--- config.mk ---
export PLATFORM = sky130hd
export DESIGN_NAME = corr_pkt_fifo
export DESIGN_NICKNAME = d
export VERILOG_FILES = /design/src/rtl/corr_pkt_fifo_pkg.sv /design/src/rtl/corr_pkt_fifo_byte_fifo.sv /design/src/rtl/corr_pkt_fifo.sv
export SDC_FILE = /design/constraint.sdc
export NUM_CORES = 1
export LEC_CHECK = 0
export CAP_MARGIN = 20
export CORE_AREA = 4 4 129 131
export CTS_BUF_LIST = sky130_fd_sc_hd__clkbuf_16
export DETAILED_ROUTE_END_ITERATION = 6
export DIE_AREA = 0 0 133 135
export PLACE_DENSITY = 0.6
export SYNTH_ARGS = -nofsm -noshare
export SYNTH_HDL_FRONTEND = slang
export SYNTH_SLANG_ARGS = --single-unit
--- constraint.sdc ---
create_clock -name i_clk -period 2.7 [get_ports i_clk]
set_clock_uncertainty 0.15 [all_clocks]
set_input_delay 0.54 -clock i_clk [delete_from_list [all_inputs] [get_ports i_clk]]
set_output_delay 0.54 -clock i_clk [all_outputs]
set_load 0.005 [all_outputs]
--- src/rtl/corr_pkt_fifo_pkg.sv ---
// Shared types and defaults for the correlator packet FIFO: serializer
// state encoding and the default packet/storage sizes.
package corrPkg;

    typedef enum logic {
        IDLE  = 1'b0,
        SHIFT = 1'b1
    } state_e;

    localparam int PKT_BYTES_DEF     = 4;
    localparam int PKTFIFO_DEPTH_DEF = 10;

endpackage

--- src/rtl/corr_pkt_fifo_byte_fifo.sv ---
// Byte-wide circular FIFO with show-ahead read, occupancy count, flush and
// clock-gate hold. Pointers wrap at DEPTH-1, so any depth up to 255 works.
module byte_fifo #(
    parameter int DEPTH = 10
) (
    input  logic       i_clk,
    input  logic       i_rst_n,
    input  logic       i_cg,
    input  logic       i_push,
    input  logic [7:0] i_push_data,
    input  logic       i_pop,
    input  logic       i_flush,
    output logic [7:0] o_data,
    output logic [7:0] o_count
);

    localparam int AW = (DEPTH > 1) ? $clog2(DEPTH) : 1;

    logic [7:0]    mem_q [0:DEPTH-1];
    logic [AW-1:0] wptr_q, wptr_d;
    logic [AW-1:0] rptr_q, rptr_d;
    logic [7:0]    count_q, count_d;
    logic          do_push, do_pop;

    // A pop frees the head slot in the same cycle, so a full FIFO may push then.
    always_comb begin
        do_pop  = i_pop && (count_q != 8'd0);
        do_push = i_push && ((count_q != 8'(DEPTH)) || do_pop);
        wptr_d  = wptr_q;
        rptr_d  = rptr_q;
        count_d = count_q;
        if (i_flush) begin
            wptr_d  = '0;
            rptr_d  = '0;
            count_d = '0;
        end else begin
            if (do_push) begin
                wptr_d = (wptr_q == AW'(DEPTH - 1)) ? '0 : wptr_q + AW'(1);
            end
            if (do_pop) begin
                rptr_d = (rptr_q == AW'(DEPTH - 1)) ? '0 : rptr_q + AW'(1);
            end
            case ({do_push, do_pop})
                2'b10:   count_d = count_q + 8'd1;
                2'b01:   count_d = count_q - 8'd1;
                default: count_d = count_q;
            endcase
        end
    end

    always_ff @(posedge i_clk or negedge i_rst_n) begin
        if (!i_rst_n) begin
            wptr_q  <= '0;
            rptr_q  <= '0;
            count_q <= '0;
        end else if (i_cg) begin
            wptr_q  <= wptr_d;
            rptr_q  <= rptr_d;
            count_q <= count_d;
        end
    end

    // Storage is deliberately not reset; the count alone defines validity.
    always_ff @(posedge i_clk) begin
        if (i_cg && !i_flush && do_push) begin
            mem_q[wptr_q] <= i_push_data;
        end
    end

    assign o_data  = mem_q[rptr_q];
    assign o_count = count_q;

endmodule

--- src/rtl/corr_pkt_fifo.sv ---
// Correlator result packet FIFO: whole packets are accepted only when they fit,
// then serialized byte 0 first into byte_fifo. Optional drop counter: CORR_PKT_FIFO_DROPCOUNT_EN.
module corr_pkt_fifo
    import corrPkg::*;
#(
    parameter int PKT_BYTES     = PKT_BYTES_DEF,
    parameter int PKTFIFO_DEPTH = PKTFIFO_DEPTH_DEF
) (
    input  logic                   i_clk,
    input  logic                   i_rst_n,
    input  logic                   i_cg,
    input  logic [8*PKT_BYTES-1:0] i_pkt_data,
    input  logic                   i_pkt_valid,
    input  logic                   i_flush,
    input  logic                   i_pop,
    output logic [7:0]             o_data,
    output logic                   o_empty,
    output logic [7:0]             o_nEntries,
    output logic [7:0]             o_dropCount,
    output state_e                 o_state
);

    // Offer/consume semantics: i_pkt_valid is a one-cycle offer with no ready;
    // it is either taken whole or dropped. i_pop consumes o_data when !o_empty.

    state_e                 state_q;
    logic [8*PKT_BYTES-1:0] shreg_q;
    logic [4:0]             bidx_q;
    logic [8:0]             space;
    logic                   space_ok;
    logic                   accept;
    logic                   push;
    logic [7:0]             count;

    assign space    = 9'(PKTFIFO_DEPTH) - {1'b0, count};
    assign space_ok = (space >= 9'(PKT_BYTES));
    assign accept   = i_cg && !i_flush && i_pkt_valid && (state_q == IDLE) && space_ok;
    assign push     = (state_q == SHIFT) && !i_flush;

    always_ff @(posedge i_clk or negedge i_rst_n) begin
        if (!i_rst_n) begin
            state_q <= IDLE;
            shreg_q <= '0;
            bidx_q  <= '0;
        end else if (i_cg) begin
            if (i_flush) begin
                state_q <= IDLE;
                bidx_q  <= '0;
            end else begin
                case (state_q)
                    IDLE: begin
                        if (accept) begin
                            shreg_q <= i_pkt_data;
                            bidx_q  <= '0;
                            state_q <= SHIFT;
                        end
                    end
                    SHIFT: begin
                        shreg_q <= shreg_q >> 8;
                        if (bidx_q == 5'(PKT_BYTES - 1)) begin
                            state_q <= IDLE;
                            bidx_q  <= '0;
                        end else begin
                            bidx_q <= bidx_q + 5'd1;
                        end
                    end
                    default: state_q <= IDLE;
                endcase
            end
        end
    end

    byte_fifo #(
        .DEPTH(PKTFIFO_DEPTH)
    ) u_byte_fifo (
        .i_clk       (i_clk),
        .i_rst_n     (i_rst_n),
        .i_cg        (i_cg),
        .i_push      (push),
        .i_push_data (shreg_q[7:0]),
        .i_pop       (i_pop),
        .i_flush     (i_flush),
        .o_data      (o_data),
        .o_count     (count)
    );

`ifdef CORR_PKT_FIFO_DROPCOUNT_EN
    logic       drop_evt;
    logic [7:0] drop_q;

    assign drop_evt = i_cg && !i_flush && i_pkt_valid && !accept;

    always_ff @(posedge i_clk or negedge i_rst_n) begin
        if (!i_rst_n) begin
            drop_q <= '0;
        end else if (i_cg) begin
            if (i_flush) begin
                drop_q <= '0;
            end else if (drop_evt && (drop_q != 8'hFF)) begin
                drop_q <= drop_q + 8'd1;
            end
        end
    end

    assign o_dropCount = drop_q;
`else
    assign o_dropCount = 8'd0;
`endif

    assign o_nEntries = count;
    assign o_empty    = (count == 8'd0);
    assign o_state    = state_q;

endmodule

# Yosys cells after proc, flatten, opt, wreduce, memory -nomap -nowiden

Memories as Yosys holds them, arrays and structs flattened.
Index checks and enable logic that the tools add are counted.

Add/subtract/negate cells: 6
$lt $le $gt $ge: 1
Equality and inequality tests: 8
Mux-type cells: 20
Bitwise operators: 2
Reductions and logical operators: 20

Operator list:

| kind                                                               | number |
|---|---|
| one-hot mux 32 bit (2 select lines)                                | 1 |
| two-way mux 32 bit                                                 | 1 |
| two-way mux 4 bit                                                  | 6 |
| one-hot mux 8 bit (2 select lines)                                 | 1 |
| two-way mux 5 bit                                                  | 3 |
| one-hot mux 5 bit (2 select lines)                                 | 1 |
| greater-or-equal comparator 9 x 3 -> 1 bit (second input constant) | 1 |
| subtractor 4 x 8 -> 9 bit (first input constant)                   | 1 |
| adder 4 x 1 -> 4 bit (second input constant)                       | 2 |
| adder 8 x 1 -> 8 bit (second input constant)                       | 1 |
| == test 4 bit (second input constant)                              | 2 |
| logical AND 1 bit                                                  | 8 |
| zero test 8 bit                                                    | 1 |
| two-way mux 8 bit                                                  | 1 |
| inequality test 8 x 4 -> 1 bit (second input constant)             | 1 |
| AND reduction 2 bit                                                | 4 |
| nonzero test 8 bit                                                 | 1 |
| subtractor 8 x 1 -> 8 bit (second input constant)                  | 1 |
| adder 5 x 1 -> 5 bit (second input constant)                       | 1 |
| == test 5 x 2 -> 1 bit (second input constant)                     | 1 |
| two-way mux 1 bit                                                  | 5 |
| nonzero test 2 bit                                                 | 2 |
| inequality test 3 bit (second input constant)                      | 1 |
| AND reduction 3 bit                                                | 1 |
| 8 further kinds                                                    | 9 |

Register bits after elaboration: 54
RAM bits: 80
Bits of input ports: 38
Logic and storage cells: 64
Memories kept: 1

Memories:

| name              | words | bits a word | read ports | clocked after Yosys merged registers in | wr ports | RTL line                      | RTL |
|---|---|---|---|---|---|---|---|
| u_byte_fifo.mem_q | 10    | 8           | 1          | 0                                       | 1        | corr_pkt_fifo_byte_fifo.sv:19 | `logic [7:0] mem_q [0:DEPTH-1];` |

# Longest topological paths before layout

Depth after elaboration: 8
Mapped depth: 11

# Hierarchy

Synthesis repeated with hierarchy kept, for this count alone.

Cells, all modules: 482
Area total of the unflattened synthesis: 6422.4 um^2

By module, submodules not included:

| module        | instances | cells an instance | area each (um^2) | seq. area each (um^2) |
|---|---|---|---|---|
| byte_fifo     | 1         | 285               | 4294.1           | 2802.7 |
| corr_pkt_fifo | 1         | 197               | 2128.3           | 950.9 |

# Worst setup path before layout

No wires, ideal clock.

Path kind: reg-to-reg
Start point: reg u_byte_fifo.count_q[0] (netlist: u_byte_fifo.o_count[0])
End point: reg u_byte_fifo.count_q[7] (netlist: u_byte_fifo.o_count[7])
Arrival: 2714 ps
Setup slack: -246 ps
Stages on the path, launching flop included: 11
Buffers on the path: 0
Cells stage by stage: dfrtp_1 > or4_1 > o211ai_1 > inv_1 > ha_1 > a21oi_1 > o211ai_1 > o311a_1 > o211ai_1 > a21boi_1 > o22ai_1

Cells in the longest elaborated chain, start to end: 7
Elaborated cells between the ends (all ways): 13

Ends and longest elaborated chain:

| element                                                                           | RTL line                      | RTL |
|---|---|---|
| start, declared                                                                   | corr_pkt_fifo_byte_fifo.sv:22 | `logic [7:0] count_q, count_d;` |
| start signal, assigned                                                            | corr_pkt_fifo_byte_fifo.sv:59 | `count_q <= count_d;` |
| parallel branches: the longest is 7 deep, another holds subtractor 8 x 1 -> 8 bit | n/a                           |  |

Several ways; the timed one is not identified.
A chain may end at the register's enable or synchronous reset.

# Final worst setup path

Start point: reg u_byte_fifo.count_q[1] (netlist: u_byte_fifo.o_count[1])
End point: reg u_byte_fifo.count_q[7] (netlist: u_byte_fifo.o_count[7])

Same word-level chain as after synthesis.

==> results.sh <==
export IMPL_outcome="finished with violations"
export IMPL_failed_checks="negative setup slack"
export IMPL_seq_area_frac_synth=0.617
export IMPL_max_stage_delay_ns=0.53
export IMPL_finalSetupViolCount=10
export IMPL_crit_type="reg -> reg"
export IMPL_combinationalPowerShare=0.398
export IMPL_whs_endpoint="shreg_q[30]$_DFFE_PN0P_"
export IMPL_relSlewSlack=0.473
export IMPL_gp_congestion=0.832
export IMPL_insertion_delay_ns=0.41
export IMPL_yosys_warnings=0
export IMPL_path_buf_inv=10
export IMPL_async_reset_ff_frac=0.403
export IMPL_antenna_found_initial=0
export IMPL_seq_power_share=0.347
export IMPL_path_clk_slew_ns=0.05
export IMPL_finalMaxSlewViolations=0
export IMPL_synth_seq_cells=134
export IMPL_hold_violations=0
export IMPL_placed_area_sq_um=7250
export IMPL_p_int_mw=5.61
export IMPL_min_path_type="reg -> reg"
export IMPL_port_buffers=55
export IMPL_cts_sinks=134
export IMPL_holdWs_ns=0.318
export IMPL_cts_tree="done"
export IMPL_clk_path_buf_depth=2
export IMPL_die_x_microns=133
export IMPL_p_leak_nw=3.13
export IMPL_crit_chain="or4_4 -> o211ai_1 -> buf_4 -> buf_4 -> buf_4 -> buf_4 -> buf_4 -> buf_4 -> buf_4 -> buf_4 -> buf_4 -> buf_6 -> o311a_1 -> o211ai_1 -> a21boi_1 -> o22ai_1"
export IMPL_synth_avg_cell_area_sq_um=12.9
export IMPL_tightest_slew_ns=0.790
export IMPL_ys_flop_type="edfxtp_1"
export IMPL_cp_data_required_time_ns=2.84
export IMPL_syn_area_sq_um=6090
export IMPL_clockRootBuffer="clkbuf_16"
export IMPL_viasPerCell=4.90
export IMPL_drtAntennaViolNets=0
export IMPL_grt_max_degree=43
export IMPL_grt_pass1_vias=4190
export IMPL_crit_top_cell="buf_4"
export IMPL_drt_pass1_iter_count=5
export IMPL_timing_fmax_mhz=344
export IMPL_cts_htree_levels=4
export IMPL_p_sw_mw=2.54
export IMPL_wirelength_microns=12700
export IMPL_p_clk_frac=0.255
export IMPL_dieArea_sq_um=18000
export IMPL_dp_cells=765
export IMPL_fin_crit_ns=2.90
export IMPL_vias=3980
export IMPL_ios=64
export IMPL_critPathMaxFanout=2
export IMPL_fin_cells=812
export IMPL_whs_path_depth=2
export IMPL_core_region_area_sq_um=15600
export IMPL_cts_inserted_buffers=17
export IMPL_worstPathArrival_ns=3.05
export IMPL_drive_gt1_frac=0.268
export IMPL_startpoint_type="flip-flop"
export IMPL_end_kind="flip-flop"
export IMPL_final_common_cell="edfxtp_1"
export IMPL_grtUsageTotal=0.152
export IMPL_worstRegToRegCells=16
export IMPL_fin_setup_tns_ns=-1.15
export IMPL_synth_edf_count=80
export IMPL_cpMaxStageDelayCell="or4_4"
export IMPL_cap_violations=0
export IMPL_post_drt_wl_per_cell_microns=15.6
export IMPL_area_growth_pct=32.0
export IMPL_final_cell_mix="edfxtp_1, nand2_1, buf_4"
export IMPL_rows=46
export IMPL_r2r_start="u_byte_fifo.o_count[1]$_DFFE_PN0P_"
export IMPL_initial_core_util=0.390
export IMPL_diodes=0
export IMPL_rrSetupSlack_ns=-0.20
export IMPL_setup_ws_ns=-0.203
export IMPL_synthCells=471
export IMPL_final_area_sq_um=8040
export IMPL_r2r_end="u_byte_fifo.o_count[7]$_DFFE_PN0P_"
export IMPL_hp_start="shreg_q[30]$_DFFE_PN0P_"
export IMPL_rsz0062_at_grt="yes"
export IMPL_synthDistinctLibCells=56
export IMPL_period_share=1.08
export IMPL_grt_overflow_total=0
export IMPL_peakVddDrop_uv=828
export IMPL_drc=0
export IMPL_p_sw_frac=0.312
export IMPL_drt_iter0_drc=261
export IMPL_p_per_area_nw_per_um2=1010
export IMPL_die_y_microns=135
export IMPL_p_total_mw=8.16
export IMPL_path_delay_family="buffers and inverters"
export IMPL_grt_pass1_wl_microns=21500
export IMPL_hpwl_microns=9060
export IMPL_fin_nets=632
what timing repair did:
action / 4_1_cts / 5_1_grt
gates cloned: 0 / 0
resized for setup: 60 / 6
hold endpoints to repair: 8 / 0
hold buffers: 1 / 0
pin swaps: 27 / 11
setup endpoints to repair: 13 / 12
buffers inserted: 17 / 1
state kept, by name, indices dropped and copies added, names as in the netlist:
name                 count
u_byte_fifo.mem_q       80
o_state                  1
shreg_q                 32
u_byte_fifo.rptr_q       4
u_byte_fifo.wptr_q       4
u_byte_fifo.o_count      8
bidx_q                   5
kinds of logic (layout without fill, tap and decap cells):
kind of cell / Yosys count / after routing / synth area share
flops: 134 / 134 / 0.617
simple gates: 130 / 130 / 0.103
compound gates: 98 / 98 / 0.0995
mux: 49 / 49 / 0.113
buf+inv: 44 / 162 / 0.0376
fa+ha+maj: 10 / 10 / 0.0218
xor+xnor: 5 / 5 / 0.00719
other cells: 1 / 8 / 0.000616
cell usage after synthesis, drive strengths merged, types with 2 or more instances:
cell,count,share of area
inv,9,0.0055
clkbuf,10,0.0062
nor3,4,0.0033
dfrtp,54,0.22
o22ai,3,0.0041
o21bai,2,0.0025
nor4,2,0.0031
nor2b,11,0.011
a21boi,2,0.0031
a211oi,8,0.0099
mux4,16,0.059
or4,2,0.0025
buf,24,0.025
a21oi,14,0.012
o31ai,3,0.0037
a22oi,2,0.0025
xnor2,4,0.0058
and2,3,0.0035
a21o,4,0.0049
nand3,9,0.0074
ha,9,0.018
nand4,9,0.0092
mux2i,33,0.054
nor2,13,0.0080
o211ai,3,0.0037
nand2,62,0.039
edfxtp,80,0.39
o21ai,48,0.039
or3,2,0.0021
nand2b,9,0.0092
tightest hold or removal path: stages, from the launching register on:
cell and delay, ns:
dfrtp_1 0.34, nand2_1 0.05, nand2_1 0.05
power by group through the flow:
stage               sequential, mW  clock, mW  combinational [mW]
CTS                           2.83       2.13                3.18
finish                        2.83       2.08                3.25
floorplan                     2.81          0                1.63
global placement              2.83          0                2.69
detailed placement            2.86          0                2.76
global route                  2.88       2.21                3.59
cell type report:
type	instances	area, sq um
fill	1360	7560
sequential	134	3760
multi-input combinational	300	2360
timing repair buffer	121	1080
clock buffer	17	425
tap	216	270
clock inverter	14	113
inverter	10	37.5
per-stage QoR:
stage	util	setup WS, ns
floorplan	-	-0.179
global placement	0.465	-0.295
detailed placement	0.465	-0.378
CTS	0.513	-0.207
global route	0.515	-0.368
finish	0.515	-0.203
per-layer routing:
layer  part of all wire  vias to the layer above  GRT usage
li1                   -                     1962          -
met1               0.46                     1917      0.201
met2               0.49                       89      0.243
met3              0.038                       12     0.0384
met4              0.011                        0     0.0606
met5                  0                        -          0
worst max-delay path by stage:
stage | depth (start not counted) | endpoint | startpoint
after floorplan | 10 | u_byte_fifo.o_count[7]$_DFFE_PN0P_ | u_byte_fifo.o_count[1]$_DFFE_PN0P_
after global placement | 11 | u_byte_fifo.o_count[7]$_DFFE_PN0P_ | i_flush
after detailed placement | 11 | u_byte_fifo.o_count[7]$_DFFE_PN0P_ | i_flush
after CTS | 7 | o_data[3] | u_byte_fifo.rptr_q[0]$_DFFE_PN0P_
after global routing | 10 | u_byte_fifo.o_count[7]$_DFFE_PN0P_ | u_byte_fifo.o_count[5]$_DFFE_PN0P_
final | 16 | u_byte_fifo.o_count[7]$_DFFE_PN0P_ | u_byte_fifo.o_count[1]$_DFFE_PN0P_
Note: power is estimated with default switching activity, not from simulation.
